### config.mk
export PLATFORM = sky130hd
export DESIGN_NAME = fetch_unit
export DESIGN_NICKNAME = d
export VERILOG_FILES = /design/src/rtl/fetch_pkg.sv /design/src/rtl/fetch_fifo.sv /design/src/rtl/fetch_unit.sv
export SDC_FILE = /design/constraint.sdc
export NUM_CORES = 1
export LEC_CHECK = 0
export BUFFER_PORTS_ARGS = -buffer_cell sky130_fd_sc_hd__buf_2
export CAP_MARGIN = 10
export CORE_MARGIN = 4
export CORE_UTILIZATION = 28
export DETAILED_ROUTE_END_ITERATION = 12
export GPL_TIMING_DRIVEN = 0
export SETUP_SLACK_MARGIN = 0.15
export SYNTH_ARGS = -nofsm -noshare
export SYNTH_HDL_FRONTEND = slang
export SYNTH_SLANG_ARGS = --single-unit
### constraint.sdc
create_clock -name clk -period 3.7 [get_ports clk]
set_input_delay 0.185 -clock clk [delete_from_list [all_inputs] [get_ports clk]]
set_output_delay 0.185 -clock clk [all_outputs]
set_load 0.005 [all_outputs]
### src/rtl/fetch_pkg.sv
// Shared constants and types for the instruction fetch unit and its buffer.
package fetch_pkg;

   localparam int AW      = 32;
   localparam int DW      = 32;
   localparam int ENTRY_W = DW + AW;

   localparam logic [AW-1:0] RESET_PC = 32'h0000_0000;
   localparam int            DEPTH    = 2;

   typedef enum logic {
      RUN  = 1'b0,
      HALT = 1'b1
   } state_e;

endpackage

### src/rtl/fetch_fifo.sv
// Instruction buffer: small ring of {data, pc} entries with push, pop, flush and occupancy count.
module fetch_fifo
   import fetch_pkg::*;
#(
   parameter int ENTRIES = DEPTH,
   parameter int CW      = $clog2(ENTRIES + 1)
) (
   input  logic               clk,
   input  logic               rst,
   input  logic               push,
   input  logic               pop,
   input  logic               flush,
   input  logic [ENTRY_W-1:0] wdata,
   output logic [ENTRY_W-1:0] rdata,
   output logic [CW-1:0]      count
);

   localparam int PW = (ENTRIES > 1) ? $clog2(ENTRIES) : 1;

   logic [ENTRY_W-1:0] mem_q [ENTRIES];
   logic [PW-1:0]      rd_ptr_q, rd_ptr_d;
   logic [PW-1:0]      wr_ptr_q, wr_ptr_d;
   logic [CW-1:0]      count_q, count_d;

   function automatic logic [PW-1:0] next_ptr(input logic [PW-1:0] p);
      return (p == PW'(ENTRIES - 1)) ? '0 : p + 1'b1;
   endfunction

   // NOTE: every signal written here gets a default first, so no path leaves it unassigned (no latch).
   always_comb begin
      rd_ptr_d = rd_ptr_q;
      wr_ptr_d = wr_ptr_q;
      count_d  = count_q;
      if (flush) begin
         rd_ptr_d = '0;
         wr_ptr_d = '0;
         count_d  = '0;
      end else begin
         if (push) wr_ptr_d = next_ptr(wr_ptr_q);
         if (pop)  rd_ptr_d = next_ptr(rd_ptr_q);
         count_d = count_q + CW'(push) - CW'(pop);
      end
   end

   // NOTE: state registers use non-blocking assignments so all flops sample pre-edge values together.
   always_ff @(posedge clk) begin
      if (rst) begin
         rd_ptr_q <= '0;
         wr_ptr_q <= '0;
         count_q  <= '0;
      end else begin
         rd_ptr_q <= rd_ptr_d;
         wr_ptr_q <= wr_ptr_d;
         count_q  <= count_d;
      end
   end

   // NOTE: storage is deliberately not reset; it is only observed while count is non-zero.
   always_ff @(posedge clk) begin
      if (push && !flush) mem_q[wr_ptr_q] <= wdata;
   end

   assign rdata = mem_q[rd_ptr_q];
   assign count = count_q;

endmodule

### src/rtl/fetch_unit.sv
// Instruction fetch: issues sequential word addresses, buffers returning words, handles redirect and halt.
module fetch_unit #(
   parameter logic [31:0] RESET_PC = fetch_pkg::RESET_PC,
   parameter int          DEPTH    = fetch_pkg::DEPTH
) (
   input  logic        clk,
   input  logic        rst,
   input  logic        en,
   output logic [31:0] imem_addr,
   input  logic [31:0] imem_rdata,
   input  logic        redirect,
   input  logic [31:0] redirect_pc,
   input  logic        halt,
   output logic        inst_valid,
   input  logic        inst_ready,
   output logic [31:0] inst_data,
   output logic [31:0] inst_pc,
   output logic        halted
);

   import fetch_pkg::*;

   localparam int CW = $clog2(DEPTH + 1);

   logic [AW-1:0]      fpc_q, fpc_d;
   logic [AW-1:0]      req_pc_q, req_pc_d;
   logic               inflight_q, inflight_d;
   state_e             state_q, state_d;

   logic [CW-1:0]      count;
   logic [CW:0]        occupancy;
   logic [ENTRY_W-1:0] head;
   logic               pop, push, flush, issue;

   assign inst_valid = (count != '0);
   assign pop        = inst_valid & inst_ready & en;
   assign flush      = en & redirect;
   assign push       = en & ~redirect & inflight_q;

   // Slots that will be committed after this edge: buffered plus in flight, minus what leaves now.
   assign occupancy  = {1'b0, count} + (CW+1)'(inflight_q) - (CW+1)'(pop);
   assign issue      = en & ~redirect & (state_q == RUN) & (occupancy < (CW+1)'(DEPTH));

   always_comb begin
      fpc_d      = fpc_q;
      req_pc_d   = req_pc_q;
      inflight_d = inflight_q;
      state_d    = state_q;
      if (flush) begin
         fpc_d      = redirect_pc;
         inflight_d = 1'b0;
         state_d    = RUN;
      end else if (en) begin
         if (issue) begin
            fpc_d      = fpc_q + 1'b1;
            req_pc_d   = fpc_q;
            inflight_d = 1'b1;
         end else begin
            inflight_d = 1'b0;
         end
         if (state_q == RUN && halt) state_d = HALT;
      end
   end

   always_ff @(posedge clk) begin
      if (rst) begin
         fpc_q      <= RESET_PC;
         req_pc_q   <= '0;
         inflight_q <= 1'b0;
         state_q    <= RUN;
      end else begin
         fpc_q      <= fpc_d;
         req_pc_q   <= req_pc_d;
         inflight_q <= inflight_d;
         state_q    <= state_d;
      end
   end

   fetch_fifo #(
      .ENTRIES (DEPTH),
      .CW      (CW)
   ) u_fifo (
      .clk   (clk),
      .rst   (rst),
      .push  (push),
      .pop   (pop),
      .flush (flush),
      .wdata ({imem_rdata, req_pc_q}),
      .rdata (head),
      .count (count)
   );

   assign imem_addr = fpc_q;
   // Gate the head so an empty buffer presents zeros rather than stale storage.
   assign inst_data = inst_valid ? head[ENTRY_W-1:AW] : '0;
   assign inst_pc   = inst_valid ? head[AW-1:0]       : '0;
   assign halted    = (state_q == HALT);

endmodule

### Word level (Yosys, flattened, before mapping)

Memories as Yosys holds them, arrays and structs flattened. A register that Yosys moved wholly into a read port is not among the register bits.
Cells that the tools add are included.

| word-level totals | value |
|---|---|
| word-level logic and storage cells | 48 |
| register bits | 70 |
| input bits | 70 |
| bits in writable memories | 128 |
| memories | 1 |

Memories:

| name | words | bits a word | rd ports | clocked after memory_dff | write ports | RTL line | text |
|---|---|---|---|---|---|---|---|
| u_fifo.mem_q | 2 | 64 | 1 | 1 | 1 | fetch_fifo.sv:20 | `logic [ENTRY_W-1:0] mem_q [ENTRIES];` |

| cells by class | value |
|---|---|
| $lt $le $gt $ge | 1 |
| bitwise gates (word level) | 10 |
| reduce and logical (&&, ||, !) cells | 10 |
| add/subtract/negate cells | 7 |
| muxes and demuxes | 12 |

Operators by type and width:

| operator | number |
|---|---|
| $mux W32 | 5 |
| $add A32 B1 Y32 const B | 1 |
| $and A1 B1 Y1 | 7 |
| $mux W1 | 7 |
| $reduce_bool A2 Y1 | 3 |
| $reduce_and A2 Y1 | 2 |
| $add A2 B1 Y3 | 1 |
| $lt A3 B2 Y1 const B | 1 |
| $not A1 Y1 | 3 |
| $reduce_and A3 Y1 | 1 |
| $sub A3 B1 Y3 | 1 |
| $add A1 B1 Y1 const B | 2 |
| $add A2 B1 Y2 | 1 |
| $logic_and A1 B1 Y1 | 2 |
| $reduce_or A2 Y1 | 1 |
| $sub A2 B1 Y2 | 1 |
| $logic_not A1 Y1 | 1 |

### Logic depth before layout (Yosys ltp)

Gate-level depths: netlist of run 1.

| depth | value |
|---|---|
| word-level depth | 9 |
| gate-level depth with buffers | 14 |
| gate-level depth less buffers | 12 |

### Modules after synthesis

Synthesis of run 1 repeated with hierarchy kept, for this count alone.

| unflattened totals | value |
|---|---|
| cell total of the unflattened synthesis | 693 |
| area, all modules | 8787.2 um^2 |

By module, submodules not included:

| module | seq. area each (um^2) | times used | cells an instance | area each (um^2) |
|---|---|---|---|---|
| fetch_fifo | 3943.8 | 1 | 218 | 5133.7 |
| fetch_unit | 1321.3 | 1 | 475 | 3653.5 |

### Worst setup path after synthesis of run 1

No wires, ideal clock.

| timing path | value |
|---|---|
| path type | register -> register |
| start point | register inflight_q |
| end point | memory u_fifo.mem_q[0][0] in the netlist's numbering (enable) |
| library setup time | 0.486 ns |
| stages on the path, launching flop included | 3 |
| required time | 3.214 ns |
| data arrival time | 3.152 ns |
| setup slack | 0.061 ns |
| path through | dfxtp_1 nand3b_1 nor2_1 |

| between the ends | value |
|---|---|
| word-level cells in the longest chain between the ends | 4 |

RTL lines:

| what | RTL line | text |
|---|---|---|
| start: declaration | fetch_unit.sv:27 | `logic inflight_q, inflight_d;` |
| start signal: assignment | fetch_unit.sv:74 | `inflight_q <= inflight_d;` |
| $and A1 B1 Y1 | fetch_unit.sv:38 | `assign push = en & ~redirect & inflight_q;` |
| $logic_and A1 B1 Y1 | fetch_fifo.sv:60 | `if (push && !flush) mem_q[wr_ptr_q] <= wdata;` |
| $mux W1 | fetch_fifo.sv:60 |  |
| $mux W1 (not written as such) | fetch_fifo.sv:60 |  |
| end: declaration | fetch_fifo.sv:20 |  |

No other way between the ends.

### Worst setup path in the final report of run 1

| timing path | value |
|---|---|
| start point | register u_fifo.count_q[1] (netlist: u_fifo.count[1]) |
| end point | register fpc_q[17] (netlist: imem_addr[17]) |

| between the ends | value |
|---|---|
| word-level cells in the longest chain between the ends | 8 |
| elaborated cells between the ends (all ways) | 9 |

RTL lines:

| what | RTL line | text |
|---|---|---|
| start: declaration | fetch_fifo.sv:23 | `logic [CW-1:0] count_q, count_d;` |
| start signal: assignment | fetch_fifo.sv:54 | `count_q <= count_d;` |
| $reduce_bool A2 Y1 | fetch_unit.sv:35 | `assign inst_valid = (count != '0);` |
| $and A1 B1 Y1 (2 in a row) | fetch_unit.sv:36 | `assign pop = inst_valid & inst_ready & en;` |
| named net pop | fetch_unit.sv:33 | `logic pop, push, flush, issue;` |
| $sub A3 B1 Y3 | fetch_unit.sv:41 | `assign occupancy = {1'b0, count} + (CW+1)'(inflight_q) - (CW+1)'(pop);` |
| $lt A3 B2 Y1 | fetch_unit.sv:42 | `assign issue = en & ~redirect & (state_q == RUN) & (occupancy < (CW+1)'(DEPTH));` |
| $and A1 B1 Y1 | fetch_unit.sv:42 |  |
| $reduce_bool A2 Y1 (no line) | - |  |
| $reduce_and A2 Y1 (no line) | - |  |
| end signal: assignment | fetch_unit.sv:72 | `fpc_q <= fpc_d;` |
| end: declaration | fetch_unit.sv:25 | `logic [AW-1:0] fpc_q, fpc_d;` |

The timed path passes the listed nets, and every way through them passes these cells.
A chain may end at the register's enable or synchronous reset.

==> impl_metrics.tcl, run 1 <==
set metrics [dict create \
    ff2ff_path_depth 13 \
    finClkSkew_ns 0.0117 \
    dp_hpwl_mm 15.7 \
    ys_ff_latch 199 \
    num_vias 5945 \
    startpoint_type "flop" \
    grt-ovfl-total 0 \
    final_util_pct 37.3 \
    cts_buffer_depth 2 \
    slowest_stage "fa_1" \
    critPathMaxStageDelay_ns 0.52 \
    drc 0 \
    fmax_ghz 0.303 \
    grt_use_met2_pct 22.0 \
    synth_edf_count 128 \
    wl_per_cell_um 16.7 \
    syn_inst 680 \
    synthToLayoutAreaGrowth_pct 29.7 \
    final_cell_mix "buf_2 (172), edfxtp_1 (128), nor2_1 (103)" \
    ios 168 \
    path_class "flop to flop" \
    dr.first_iter.drc_count 359 \
    final_cell_area_mm2 0.0105 \
    die_height_um 178 \
    ys_warn_count 0 \
    gp_congestion 0.845 \
    p_leak_nw 3.87 \
    cp-end-kind "flop" \
    cts-root-buf "clkbuf_16" \
    core_mm2 0.0281 \
    final_nets 977 \
    cts_tree "yes" \
    final_common_cell "buf_2" \
    io_buffers 167 \
    cts.clk_slew.worst_paths_ns 0.08 \
    drtPass1Iterations 5 \
    hold_viol 0 \
    worst-path-max-fanout 10 \
    gr-usage-all-layers_pct 13.7 \
    drv_cap 0 \
    drv_slew 0 \
    status "finished, final reports clean" \
    crit_chain "nor2_2 -> inv_1 -> and3_1 -> ha_1 -> inv_1 -> nand2_1 -> fa_1 -> nand4bb_4 -> nor2_4 -> clkbuf_1 -> nand4_1 -> xor2_1 -> a211oi_1" \
    met3_usage_pct 2.68 \
    tightest_slew_ns 0.926 \
    synth_ff_type "edfxtp_1" \
    busiest_layer "met2" \
    finalCriticalPeriod_ns 3.30 \
    cts.sinks 199 \
    via_per_inst 4.60 \
    yosys.area.top_type "edfxtp_1" \
    slew_headroom_pct 38.2 \
    required_ns 4.04 \
    cp_common_cell "inv_1" \
    insertion_delay_ns 0.43 \
    setup_viol_count_final 0 \
    grt_max_degree 50 \
    postRouteAntennaNets 0 \
    rsz0062_at_grt "false" \
    antenna_found_initial 0 \
    holdWs_ns 0.0177 \
    use_met1_pct 18.3 \
    initial_core_util_pct 28.7 \
    critPathArrivalTime_ns 3.64 \
    hp-class "input pin to flop" \
    rows 61 \
    yosys-top-cells-area "edfxtp_1 (48%), dfxtp_1 (18%), mux2i_1 (7.9%)" \
    grt_first_pass_wirelength_mm 32.9 \
    first_global_vias 5791 \
    drive_gt1_share_pct 24.8 \
    syn_area_mm2 0.00807 \
    placed_area_mm2 0.00950 \
    wirelength_mm 21.5 \
    htreeDepth 4 \
    worstHoldPathCells 3 \
    cts_made_buffers 17 \
    fp.dieW_um 178 \
    synth.distinct_cells 48 \
    die-area_mm2 0.0316 \
    async_flop_share_pct 0 \
    ir_worst_vdd_mv 0.304 \
    diodes 0 \
    synth_top_area_share_pct 47.6 \
    synthesis.nets 755 \
    synth.avg_cell_area_um2 11.9 \
    synth.yosys.seq_area_share_pct 65.2 \
    post-route-period-util_pct 89.2 \
    p_per_area_mw_per_mm2 435 \
]
==> cells in the mapped netlist (10+ instances only) <==
master    count
clkbuf_1     29
edfxtp_1    128
dfxtp_1      71
nand2_1      77
nor2_1      105
mux2i_1      64
xor2_1       14
inv_1        10
nand4_1      15
a211oi_1     19
nand3_1      12
a21oi_1      46
==> power by group <==
part | switching, mW | internal [mW]
clock network | 0.869 | 0.965
logic | 0.152 | 0.123
registers | 0.0513 | 2.39
==> critical path: cells and delay by family, from the launching register on <==
| family | cells | cell delay, ns |
|---|---|---|
| simple gates | 6 | 1.04 |
| compound gates | 1 | 0.25 |
| fa+ha+maj | 2 | 0.80 |
| buf+inv | 3 | 0.56 |
| xor+xnor | 1 | 0.17 |
| flops | 1 | 0.38 |
==> flip-flops by register name (all words and copies together) (netlist names), named ones only <==
signal / count
u_fifo.count: 2
imem_addr: 32
u_fifo.wr_ptr_q: 1
u_fifo.rd_ptr_q: 1
inflight_q: 1
req_pc_q: 32
halted: 1
u_fifo.mem_q: 128
==> metrics by stage <==
| step | std cells | power (mW) | setup slack (ns) | setup TNS [ns] |
|---|---|---|---|---|
| after floorplan | 680 | 2.59 | 0.788 | 0 |
| after global placement | 1225 | 2.73 | -0.150 | -8.72 |
| after global routing | 1293 | 4.74 | 0.162 | 0 |
| after detailed placement | 1229 | 2.74 | -0.152 | -0.826 |
| after CTS | 1293 | 4.61 | 0.156 | 0 |
| final | 1293 | 4.55 | 0.400 | 0 |
==> path summary, 6_finish.rpt <==
| kind | start | end | slack [ns] |
|---|---|---|---|
| hold reg to reg | req_pc_q[30] | u_fifo.mem_q[0][30] | 0.46 |
| setup / recovery | u_fifo.count[1] | imem_addr[17] | 0.40 |
| hold / removal | redirect_pc[11] | imem_addr[11] | 0.02 |
| setup reg to reg | u_fifo.count[1] | imem_addr[17] | 0.40 |
==> kinds of logic (layout without fill, tap and decap cells) <==
family          Yosys count  count (layout)  synth area share, %
compound gates           85              85                 6.54
xor+xnor                 22              22                 2.39
fa+ha+maj                 5               5                0.868
buf+inv                  50             285                 2.36
flops                   199             199                 65.2
mux                      66              66                 8.22
simple gates            253             253                 14.4
==> repair_timing <==
item,in CTS,in global routing
buffers inserted,0,0
endpoints found under the setup margin,50,51
hold endpoints to repair,64,0
resized for setup,8,6
hold buffers,32,0
==> layer usage <==
| metal | share of wire [%] | wire length [um] |
|---|---|---|
| met1 | 46 | 9870 |
| met2 | 47 | 10000 |
| met3 | 5.3 | 1150 |
| met4 | 2.3 | 490 |
| met5 | 0 | 0 |
==> cell type report <==
type	count	area, um^2
Fill cell	2815	17600
Sequential cell	199	5270
Multi-Input combinational cell	431	2670
Timing Repair Buffer	203	1270
Tap cell	378	473
Clock buffer	18	429
Clock inverter	14	161
Buffer	40	160
Inverter	10	37.5
No activity file was read; power rests on OpenSTA's default activity.
==> run 2: changes to the inputs <==
--- a/config.mk
+++ b/config.mk
@@ -8,9 +8,10 @@
 export BUFFER_PORTS_ARGS = -buffer_cell sky130_fd_sc_hd__buf_2
 export CAP_MARGIN = 10
 export CORE_MARGIN = 4
-export CORE_UTILIZATION = 28
+export CORE_UTILIZATION = 45
 export DETAILED_ROUTE_END_ITERATION = 12
 export GPL_TIMING_DRIVEN = 0
+export PLACE_DENSITY = 0.7
 export SETUP_SLACK_MARGIN = 0.15
 export SYNTH_ARGS = -nofsm -noshare
 export SYNTH_HDL_FRONTEND = slang
==> run 2 against run 1 <==
  * Via count down 3.0%
  * Highest routed layer unchanged
  * Worst hold slack better by 0.025 ns
  * Clock power is 3% lower
  * Final cell count fell by 12%
  * Clock skew fell by 0.0041 ns
  * Sequential share of layout area rose by 1.4 points
  * Setup slack worse by 0.0041 ns
  * Critical endpoint is now req_pc_q[9]
  * Fmax down 0.12%
  * Sequential power about the same
  * Critical path depth rose by 1
==> impl_metrics.tcl, run 2 (synthesized netlist as in run 1, its figures left out) <==
set metrics [dict create \
    rsz0062_at_grt "false" \
    cts.clk_slew.worst_paths_ns 0.07 \
    final_util_pct 58.4 \
    finalSetupTns_ns 0 \
    grt-ovfl-total 0 \
    slowest_stage "fa_1" \
    cp-end-kind "flop" \
    p_leak_nw 3.86 \
    tightest_slew_ns 0.901 \
    drtPass1Iterations 5 \
    first_global_vias 5837 \
    fillers 1480 \
    cts_made_buffers 17 \
    hold_viol 0 \
    cts.sinks 199 \
    holdWs_ns 0.0428 \
    die_height_um 142 \
    largest_register_ff_count 128 \
    initial_core_util_pct 46.3 \
    dp_worst_setup_slack_ns 0.193 \
    crit_chain "nor2_1 -> inv_1 -> and3_1 -> ha_1 -> inv_1 -> nand2_1 -> fa_1 -> xor2_2 -> or2_1 -> clkbuf_1 -> buf_2 -> buf_1 -> nand2_1 -> a21oi_1" \
    gp_congestion 0.875 \
    worstHoldPathCells 3 \
    critPathMaxStageDelay_ns 0.41 \
    drc 0 \
    finalCriticalPeriod_ns 3.30 \
    p_per_area_mw_per_mm2 441 \
    core_mm2 0.0174 \
    drv_cap 0 \
    gr-usage-all-layers_pct 18.9 \
    ios 168 \
    diodes 0 \
    dr.first_iter.drc_count 237 \
    r2r_setup_slack_ns 0.40 \
    die-area_mm2 0.0201 \
    cts-root-buf "clkbuf_16" \
    path_class "flop to flop" \
    cts_tree "yes" \
    io_buffers 167 \
    critPathArrivalTime_ns 3.65 \
    drv_slew 0 \
    slew_headroom_pct 40.0 \
    fp.dieW_um 142 \
    min_to "imem_addr[31]" \
    final_cell_mix "buf_2 (169), edfxtp_1 (128), nor2_1 (104)" \
    post-route-period-util_pct 89.3 \
    finClkSkew_ns 0.00765 \
    fmax_ghz 0.303 \
    post_cts_buffers 0 \
    worst-path-max-fanout 10 \
    final_nets 976 \
    dp_hpwl_mm 13.2 \
    status "finished, final reports clean" \
    wirelength_mm 18.8 \
    synthToLayoutAreaGrowth_pct 26.1 \
    postRouteAntennaNets 0 \
    ir_worst_vdd_mv 0.318 \
    grt_max_degree 65 \
    insertion_delay_ns 0.42 \
    startpoint_type "flop" \
    wl_per_cell_um 16.5 \
    ff2ff_path_depth 14 \
    grt_first_pass_wirelength_mm 29.9 \
    via_per_inst 5.06 \
    layout_setup_ws_ns 0.396 \
    hp-class "input pin to flop" \
    antenna_found_initial 0 \
    setup_viol_count_final 0 \
    htreeDepth 4 \
    num_vias 5766 \
    cts_buffer_depth 2 \
    rows 48 \
    required_ns 4.05 \
    largest-register "u_fifo.mem_q" \
    final_common_cell "buf_2" \
    holdCritStartpoint "redirect_pc[31]" \
    r2r_start "u_fifo.count[1]" \
    rr_endpoint "req_pc_q[9]" \
    drive_gt1_share_pct 24.4 \
]
## run 2: layout make-up
class | count | area (um^2) | area share, %
tap | 225 | 282 | 2.77
clock buffer | 19 | 475 | 4.67
sequential | 199 | 5270 | 51.7
timing repair buffer | 202 | 1210 | 11.9
clock inverter | 13 | 108 | 1.06
inverter | 10 | 37.5 | 0.369
buffer | 40 | 163 | 1.60
multi-input combinational | 431 | 2640 | 25.9
## run 2: where the power goes
part | total (mW) | switching (mW) | leakage, nW | internal, mW
Sequential | 2.44 | 0.0508 | 1.86 | 2.39
Clock | 1.78 | 0.821 | 0.289 | 0.960
Combinational | 0.262 | 0.142 | 1.71 | 0.120
Total | 4.49 | 1.01 | 3.86 | 3.47
## run 2: worst max-delay path by stage
stage / from / endpoint / slack, ns / cells after the start
2_1_floorplan: u_fifo.count[1] / imem_addr[27] / 0.79 / 14
3_3_place_gp: redirect / u_fifo.mem_q[0][52] / 0.12 / 3
3_5_place_dp: u_fifo.count[1] / req_pc_q[20] / 0.19 / 13
4_1_cts: u_fifo.count[1] / req_pc_q[20] / 0.17 / 13
5_1_grt: u_fifo.count[1] / req_pc_q[9] / 0.17 / 14
6_report: u_fifo.count[1] / req_pc_q[9] / 0.40 / 14
## run 2: per-layer routing
layer | vias to the layer above | routed length, um | track usage (%)
li1 | 2888 | - | -
met4 | 0 | 157 | 5.76
met2 | 224 | 8940 | 30.9
met3 | 10 | 1270 | 3.88
met5 | - | 0 | 0
met1 | 2644 | 8450 | 25.7
## run 2: what timing repair did
action | 4_1_cts | 5_1_grt
hold buffers | 33 | 0
endpoints found under the setup margin | 0 | 51
gates resized for setup | 0 | 15
endpoints found under the hold margin | 65 | 0
## run 2: through the flow
stage          total power, mW  std cells  cell area [um^2]
3_3_place_gp              2.71       1072              9190
2_1_floorplan             2.59        680              8070
6_report                  4.49       1139             10200
4_1_cts                   4.52       1139             10200
3_5_place_dp              2.72       1074              9240
5_1_grt                   4.65       1139             10200
## run 2: worst max-delay path, delay by kind of cell, from the launching register on
family / cells / cell delay, ns
DFF: 1 / 0.37
buffers and inverters: 5 / 1.00
adders and majority gates: 2 / 0.69
xor gates and xnor gates: 1 / 0.29
and+or+nand+nor: 5 / 0.70
AOI/OAI and AO/OA: 1 / 0.16
